<file path="src/rtl/mips_ctrl_pkg.sv">
// Shared encodings for the multicycle MIPS main control FSM: opcodes, states
// and the select codes driven onto the datapath and ALU control decoder.
package mips_ctrl_pkg;

  localparam logic [5:0] OP_RTYPE = 6'b000000;
  localparam logic [5:0] OP_LW    = 6'b100011;
  localparam logic [5:0] OP_SW    = 6'b101011;
  localparam logic [5:0] OP_BEQ   = 6'b000100;
  localparam logic [5:0] OP_ADDI  = 6'b001000;
  localparam logic [5:0] OP_J     = 6'b000010;

  typedef enum logic [3:0] {
    S_IDLE   = 4'd0,
    S_FETCH  = 4'd1,
    S_DECODE = 4'd2,
    S_MEMADR = 4'd3,
    S_MEMRD  = 4'd4,
    S_MEMWB  = 4'd5,
    S_MEMWR  = 4'd6,
    S_EXEC   = 4'd7,
    S_ALUWB  = 4'd8,
    S_BRANCH = 4'd9,
    S_ADDIEX = 4'd10,
    S_ADDIWB = 4'd11,
    S_JUMP   = 4'd12,
    S_HALT   = 4'd13
  } state_t;

  localparam logic [1:0] ALUOP_ADD   = 2'b00;
  localparam logic [1:0] ALUOP_SUB   = 2'b01;
  localparam logic [1:0] ALUOP_FUNCT = 2'b10;

  localparam logic [1:0] SRCB_RT      = 2'b00;
  localparam logic [1:0] SRCB_FOUR    = 2'b01;
  localparam logic [1:0] SRCB_IMM     = 2'b10;
  localparam logic [1:0] SRCB_IMM_SH2 = 2'b11;

  localparam logic [1:0] PCSRC_ALU    = 2'b00;
  localparam logic [1:0] PCSRC_ALUOUT = 2'b01;
  localparam logic [1:0] PCSRC_JUMP   = 2'b10;

endpackage

</file>
<file path="src/rtl/mips_multicycle_control.sv">
// Main control FSM for the multicycle MIPS datapath: opcode decode, datapath
// enables/selects, ALUOp for the ALU control decoder and a retired-instruction count.
module mips_multicycle_control
  import mips_ctrl_pkg::*;
#(
  parameter bit ILLEGAL_TRAP = 1'b1,
  parameter int CNT_W        = 32
) (
  input  logic             clk,
  input  logic             rst_n,
  input  logic [5:0]       opcode,
  input  logic             mem_ready,
  output logic             PCWrite,
  output logic             PCWriteCond,
  output logic             IorD,
  output logic             MemRead,
  output logic             MemWrite,
  output logic             IRWrite,
  output logic             MemtoReg,
  output logic             RegDst,
  output logic             RegWrite,
  output logic             ALUSrcA,
  output logic [1:0]       ALUSrcB,
  output logic [1:0]       ALUOp,
  output logic [1:0]       PCSource,
  output logic             illegal_op,
  output logic             halted,
  output logic [CNT_W-1:0] instr_count
);

  state_t           r_state;
  state_t           w_next;
  logic             w_retire;
  logic [CNT_W-1:0] r_count;

  // NOTE: sequential state uses non-blocking assignments so every flop samples
  // pre-edge values regardless of block ordering.
  always_ff @(posedge clk or negedge rst_n) begin
    if (!rst_n) r_state <= S_IDLE;
    else        r_state <= w_next;
  end

  // NOTE: every signal driven here gets a default first, so no path leaves a
  // value unassigned and no latch is inferred.
  always_comb begin
    w_next      = r_state;
    w_retire    = 1'b0;
    PCWrite     = 1'b0;
    PCWriteCond = 1'b0;
    IorD        = 1'b0;
    MemRead     = 1'b0;
    MemWrite    = 1'b0;
    IRWrite     = 1'b0;
    MemtoReg    = 1'b0;
    RegDst      = 1'b0;
    RegWrite    = 1'b0;
    ALUSrcA     = 1'b0;
    ALUSrcB     = SRCB_RT;
    ALUOp       = ALUOP_ADD;
    PCSource    = PCSRC_ALU;
    illegal_op  = 1'b0;
    halted      = 1'b0;

    case (r_state)
      S_IDLE: w_next = S_FETCH;

      S_FETCH: begin
        // PC+4 is computed every FETCH cycle but only committed with the IR load.
        MemRead = 1'b1;
        ALUSrcB = SRCB_FOUR;
        IRWrite = mem_ready;
        PCWrite = mem_ready;
        if (mem_ready) w_next = S_DECODE;
      end

      S_DECODE: begin
        // Branch target is precomputed into ALUOut while the opcode decodes.
        ALUSrcB = SRCB_IMM_SH2;
        case (opcode)
          OP_RTYPE:     w_next = S_EXEC;
          OP_LW, OP_SW: w_next = S_MEMADR;
          OP_BEQ:       w_next = S_BRANCH;
          OP_ADDI:      w_next = S_ADDIEX;
          OP_J:         w_next = S_JUMP;
          default: begin
            illegal_op = 1'b1;
            w_next     = ILLEGAL_TRAP ? S_HALT : S_FETCH;
          end
        endcase
      end

      S_MEMADR: begin
        ALUSrcA = 1'b1;
        ALUSrcB = SRCB_IMM;
        w_next  = (opcode == OP_LW) ? S_MEMRD : S_MEMWR;
      end

      S_MEMRD: begin
        MemRead = 1'b1;
        IorD    = 1'b1;
        if (mem_ready) w_next = S_MEMWB;
      end

      S_MEMWB: begin
        RegWrite = 1'b1;
        MemtoReg = 1'b1;
        w_next   = S_FETCH;
        w_retire = 1'b1;
      end

      S_MEMWR: begin
        MemWrite = 1'b1;
        IorD     = 1'b1;
        if (mem_ready) begin
          w_next   = S_FETCH;
          w_retire = 1'b1;
        end
      end

      S_EXEC: begin
        ALUSrcA = 1'b1;
        ALUOp   = ALUOP_FUNCT;
        w_next  = S_ALUWB;
      end

      S_ALUWB: begin
        RegWrite = 1'b1;
        RegDst   = 1'b1;
        w_next   = S_FETCH;
        w_retire = 1'b1;
      end

      S_BRANCH: begin
        ALUSrcA     = 1'b1;
        ALUOp       = ALUOP_SUB;
        PCWriteCond = 1'b1;
        PCSource    = PCSRC_ALUOUT;
        w_next      = S_FETCH;
        w_retire    = 1'b1;
      end

      S_ADDIEX: begin
        ALUSrcA = 1'b1;
        ALUSrcB = SRCB_IMM;
        w_next  = S_ADDIWB;
      end

      S_ADDIWB: begin
        RegWrite = 1'b1;
        w_next   = S_FETCH;
        w_retire = 1'b1;
      end

      S_JUMP: begin
        PCWrite  = 1'b1;
        PCSource = PCSRC_JUMP;
        w_next   = S_FETCH;
        w_retire = 1'b1;
      end

      S_HALT: halted = 1'b1;

      default: w_next = S_IDLE;
    endcase
  end

  always_ff @(posedge clk or negedge rst_n) begin
    if (!rst_n)        r_count <= '0;
    else if (w_retire) r_count <= r_count + CNT_W'(1);
  end

  assign instr_count = r_count;

endmodule

</file>
<file path="config.mk">
export PLATFORM = sky130hd
export DESIGN_NAME = mips_multicycle_control
export DESIGN_NICKNAME = d
export VERILOG_FILES = /design/src/rtl/mips_ctrl_pkg.sv /design/src/rtl/mips_multicycle_control.sv
export SDC_FILE = /design/constraint.sdc
export NUM_CORES = 1
export LEC_CHECK = 0
export ABC_CLOCK_PERIOD_IN_PS = 1900
export CORE_MARGIN = 1.5
export CORE_UTILIZATION = 43
export DETAILED_ROUTE_END_ITERATION = 12
export MAX_ROUTING_LAYER = met4
export PLACE_DENSITY_LB_ADDON = 0.12
export SLEW_MARGIN = 20
export SYNTH_ARGS = -nofsm -noshare
export SYNTH_HDL_FRONTEND = slang
export SYNTH_SLANG_ARGS = --single-unit
</file>
<file path="constraint.sdc">
create_clock -name clk -period 1.9 [get_ports clk]
set_input_delay 0.475 -clock clk [delete_from_list [all_inputs] [get_ports clk]]
set_output_delay 0.475 -clock clk [all_outputs]
set_load 0.02 [all_outputs]
</file>
# == After elaboration in Yosys (flattened, before gate mapping) ==
# Cells that the tools add are included.
# op_classes
addsub,1
bitwise_logic,1
muxes,24
n_eq_ne,21
reduce_logical,12
# op_table
cell,count
4-bit case mux with 9 select lines,1
"32-bit by 1-bit adder with 32-bit output, second input constant",1
"4-bit equality test, second input constant",6
4-bit case mux with 5 select lines,1
"4-bit by 3-bit equality test with 1-bit output, second input constant",4
1-bit two-way mux,13
"6-bit equality test, second input constant",2
4-bit two-way mux,3
6-bit OR reduction,2
"4-bit by 2-bit equality test with 1-bit output, second input constant",2
2-bit case mux with 2 select lines,2
2-bit OR reduction,4
"6-bit by 2-bit equality test with 1-bit output, second input constant",1
"6-bit by 3-bit equality test with 1-bit output, second input constant",1
"6-bit by 4-bit equality test with 1-bit output, second input constant",1
6-bit zero test,1
"2-bit != test, second input constant",3
2-bit case mux with 3 select lines,1
5-bit OR reduction,1
"4-bit by 1-bit equality test with 1-bit output, second input constant",1
4-bit zero test,1
1-bit case mux with 2 select lines,2
4-bit AND reduction,1
4-bit OR reduction,1
other kinds (3),3
# totals
inputBits,9
wordCells,61
reg_bits,36
output_inout_bits,50

# == Longest topological paths before layout ==
# logic_depth
word_depth,4
mapped_depth,7
ltp_nobuf,5

# == Worst setup path before layout ==
# No wires, ideal clock.
# synth_path
path_kind,register to output
start,register r_state[0]
end,output illegal_op
arrival_time_ns,1.720
stages_incl_launch_ff,5
t_required_ns,1.425
setup_slack_ns,-0.295
cell_sequence,dfrtp_1 > clkbuf_1 > nand2b_1 > or4_1 > nor3_1
# synth_between
elab_chain_cells,2
# synth_lines
element,line_no,text
from (decl),mips_multicycle_control.sv:31,state_t r_state;
from (signal assigned),mips_multicycle_control.sv:40,else r_state <= w_next;
4-bit by 2-bit equality test with 1-bit output,mips_multicycle_control.sv:64,case (r_state)
1-bit two-way mux,mips_multicycle_control.sv:64,
to (decl),mips_multicycle_control.sv:26,"output logic illegal_op,"
# Every way passes these cells.

# == Worst setup path in the final report ==
# Same ends and word-level chain as after synthesis.

==> flow_metrics.tcl <==
set metrics [dict create \
    syn_nets 228 \
    tns_ps -3640 \
    synthAdderAreaFrac_pct 0.594 \
    synth_ff_type "dfrtp_1" \
    synth_edf_count 0 \
    async_flop_share_pct 100 \
    start_kind "flop" \
    synth_top_family_by_area "simple AND/OR/NAND/NOR gates" \
    cts-root-buf "clkbuf_8" \
    grt_pass1_wl_mm 9.50 \
    final.period_utilization_pct 109 \
    htreeDepth 2 \
    portBuffers 58 \
    dp_hpwl_mm 3.84 \
    timing.fmax_ghz 0.484 \
    netlist_area_sq_um 2110 \
    fin_skew_ps 5.60 \
    min_period_ps 2070 \
    clk_pin_slew_worst_paths_ps 70 \
    fp.dieW_um 73 \
    finalSetupViolCount 40 \
    yosys-top-cells-area "dfrtp_1 43%, xnor2_1 7.5%, xor2_1 6.7%, and3_1 3.6%, nand2_1 3.6%" \
    start_util_pct 44.6 \
    worstSetupEndpointType "output pin" \
    hp-class "reg2reg" \
    r2r_slack_ps -160 \
    post_synth_xor_area_fraction_pct 14.1 \
    final_hold_viol_count 0 \
    synth_top_area_share_pct 42.8 \
    grt_pass1_vias 2001 \
    synth_top_area_cell "dfrtp_1" \
    drive_gt1_share_pct 45.7 \
    yosys.area_share.simple_pct 29.3 \
    peakVddDrop_v 0.000689 \
    postSynthCellCount 218 \
    cpMaxStageDelayCell "or4_4" \
    status "finished with violations" \
    critPathMaxFanout 2 \
    final-seq-area_sq_um 902 \
    clock_path_buffers 2 \
    num_vias 2119 \
    whs_ps 470 \
    synth_seq_cells 36 \
    vias_per_cell 5.27 \
    grt_overflow 0 \
    worst_slew_pin_slew_ps 506 \
    fp.dieH_um 73 \
    yosysWarnings 0 \
    cts-buffers-inserted 5 \
    place_ws_ps -888 \
    mostFrequentLayoutCells "45 x buf_4, 35 x dfrtp_1, 31 x buf_6" \
    nNetsFinal 344 \
    fillers 294 \
    io_pins 59 \
    drt-total-wl_mm 6.46 \
    drv_slew 0 \
    setup_slack_ps -167 \
    synth_mux_area_share_pct 1.01 \
    crit_path_max_incr_delay_ps 490 \
    leakage_nw 1.92 \
    crit_path_start "r_state[0]" \
    cp.required_ps 1420 \
    multi_input_area_sq_um 1530 \
    ant_nets 0 \
    synth.avg_cell_area_sq_um 9.67 \
    rows 25 \
    crit_path_end "illegal_op" \
    criticalPathCategory "reg2out" \
    grt_usage_pct 23.3 \
    drtPass1Iterations 4 \
    r2r_start "r_state[2]" \
    relSlewSlack_pct 66.3 \
    rsz0062_at_grt "yes" \
    remaining_drc_errors 0 \
    utilization_pct 79.8 \
    gp_congestion 0.781 \
    dieArea_sq_um 5330 \
    antenna_found_initial 0 \
    rr_worst_depth 8 \
    drv_cap 0 \
    synth_compound_area_share_pct 8.55 \
    coreArea_sq_um 4720 \
    area_growth_pct 79.0 \
    violations "negative setup slack" \
    fin_area_sq_um 3770 \
    initialDrtViolationCount 93 \
    netlist-cell-type-count 48 \
    grt_start_max_net_pins 37 \
    clkSinkCount 36 \
    layout_commonest_cell "buf_4" \
    clock_latency_ps 280 \
    wire_per_inst_um 16.1 \
    worstPathArrival_ps 1590 \
    crit-reg2reg-capture "instr_count[22]" \
    placed_area_sq_um 3040 \
    cts_tree "built" \
    antenna_cells 0 \
    cellPowerDensity_nw_per_um2 1100 \
    yosysSeqAreaShare_pct 42.8 \
    crit_chain "nand2b_4 > or4_4 > nor3_4 > buf_6" \
]
power breakdown:
group | total (mW) | switching [mW] | internal, mW
Sequential | 0.976 | 0.100 | 0.876
Combinational | 2.62 | 1.29 | 1.32
Clock | 0.558 | 0.269 | 0.289
Total | 4.15 | 1.66 | 2.49
layout make-up:
class / instances / area share, %
sequential: 36 / 23.9
tap: 67 / 2.22
timing repair buffer: 121 / 30.6
clock buffer: 6 / 2.19
multi-input combinational: 168 / 40.6
clock inverter: 2 / 0.265
inverter: 2 / 0.199
layer usage:
layer | track usage (%) | share of wire, % | vias up
met3 | 3.73 | 4.7 | 4
li1 | - | - | 1006
met4 | 4.40 | 0.46 | 0
met1 | 32.3 | 44 | 1046
met2 | 36.3 | 50 | 63
met5 | - | 0 | -
synth_stat cells, drive strengths merged, types with 5 or more instances:
library cell and instances:
and3 12, and4 5, buf 7, clkbuf 5, dfrtp 36, nand2 20
nand2b 6, nand3 12, nand4 5, nor2 14, nor3 14, o21ai 6
xnor2 18, xor2 16
critical path, delay by kind of cell, from the launching register on:
kind,cells,cell delay (ps)
DFF,1,380
and+or+nand+nor,3,800
buffers and inverters,1,140
metrics by stage:
stage | instances | power (mW)
2_1_floorplan | 218 | 1.96
3_3_place_gp | 373 | 2.80
3_5_place_dp | 373 | 2.83
4_1_cts | 397 | 3.78
5_1_grt | 402 | 4.37
6_report | 402 | 4.15
kinds of logic after synthesis:
| family | after synthesis |
|---|---|
| AND/OR/NAND/NOR | 107 |
| flip-flops | 36 |
| XOR/XNOR | 34 |
| AO/OA/AOI/OAI | 24 |
| buffers and inverters | 14 |
| multiplexers | 2 |
| adder cells (fa/ha/maj) | 1 |
what timing repair did:
| action | 4_1_cts | 5_1_grt |
|---|---|---|
| pin swaps | 33 | 24 |
| buffers inserted | 12 | 7 |
| gates cloned | 4 | 0 |
| endpoints found under the setup margin | 44 | 48 |
| hold buffers | 0 | 0 |
| gates resized for setup | 166 | 71 |
state kept, by name (all words and copies together) (netlist names):
| name | count |
|---|---|
| instr_count | 32 |
| r_state | 4 |
worst min-delay path by stage:
stage	from	to	slack (ps)	depth (start not counted)
after floorplan	rst_n	instr_count[0]	180	0
after global placement	instr_count[31]	instr_count[31]	470	1
after detailed placement	instr_count[31]	instr_count[31]	460	1
after CTS	instr_count[31]	instr_count[31]	470	1
after global routing	instr_count[31]	instr_count[31]	500	1
final	instr_count[31]	instr_count[31]	470	1
No activity file was read; power rests on OpenSTA's default activity.
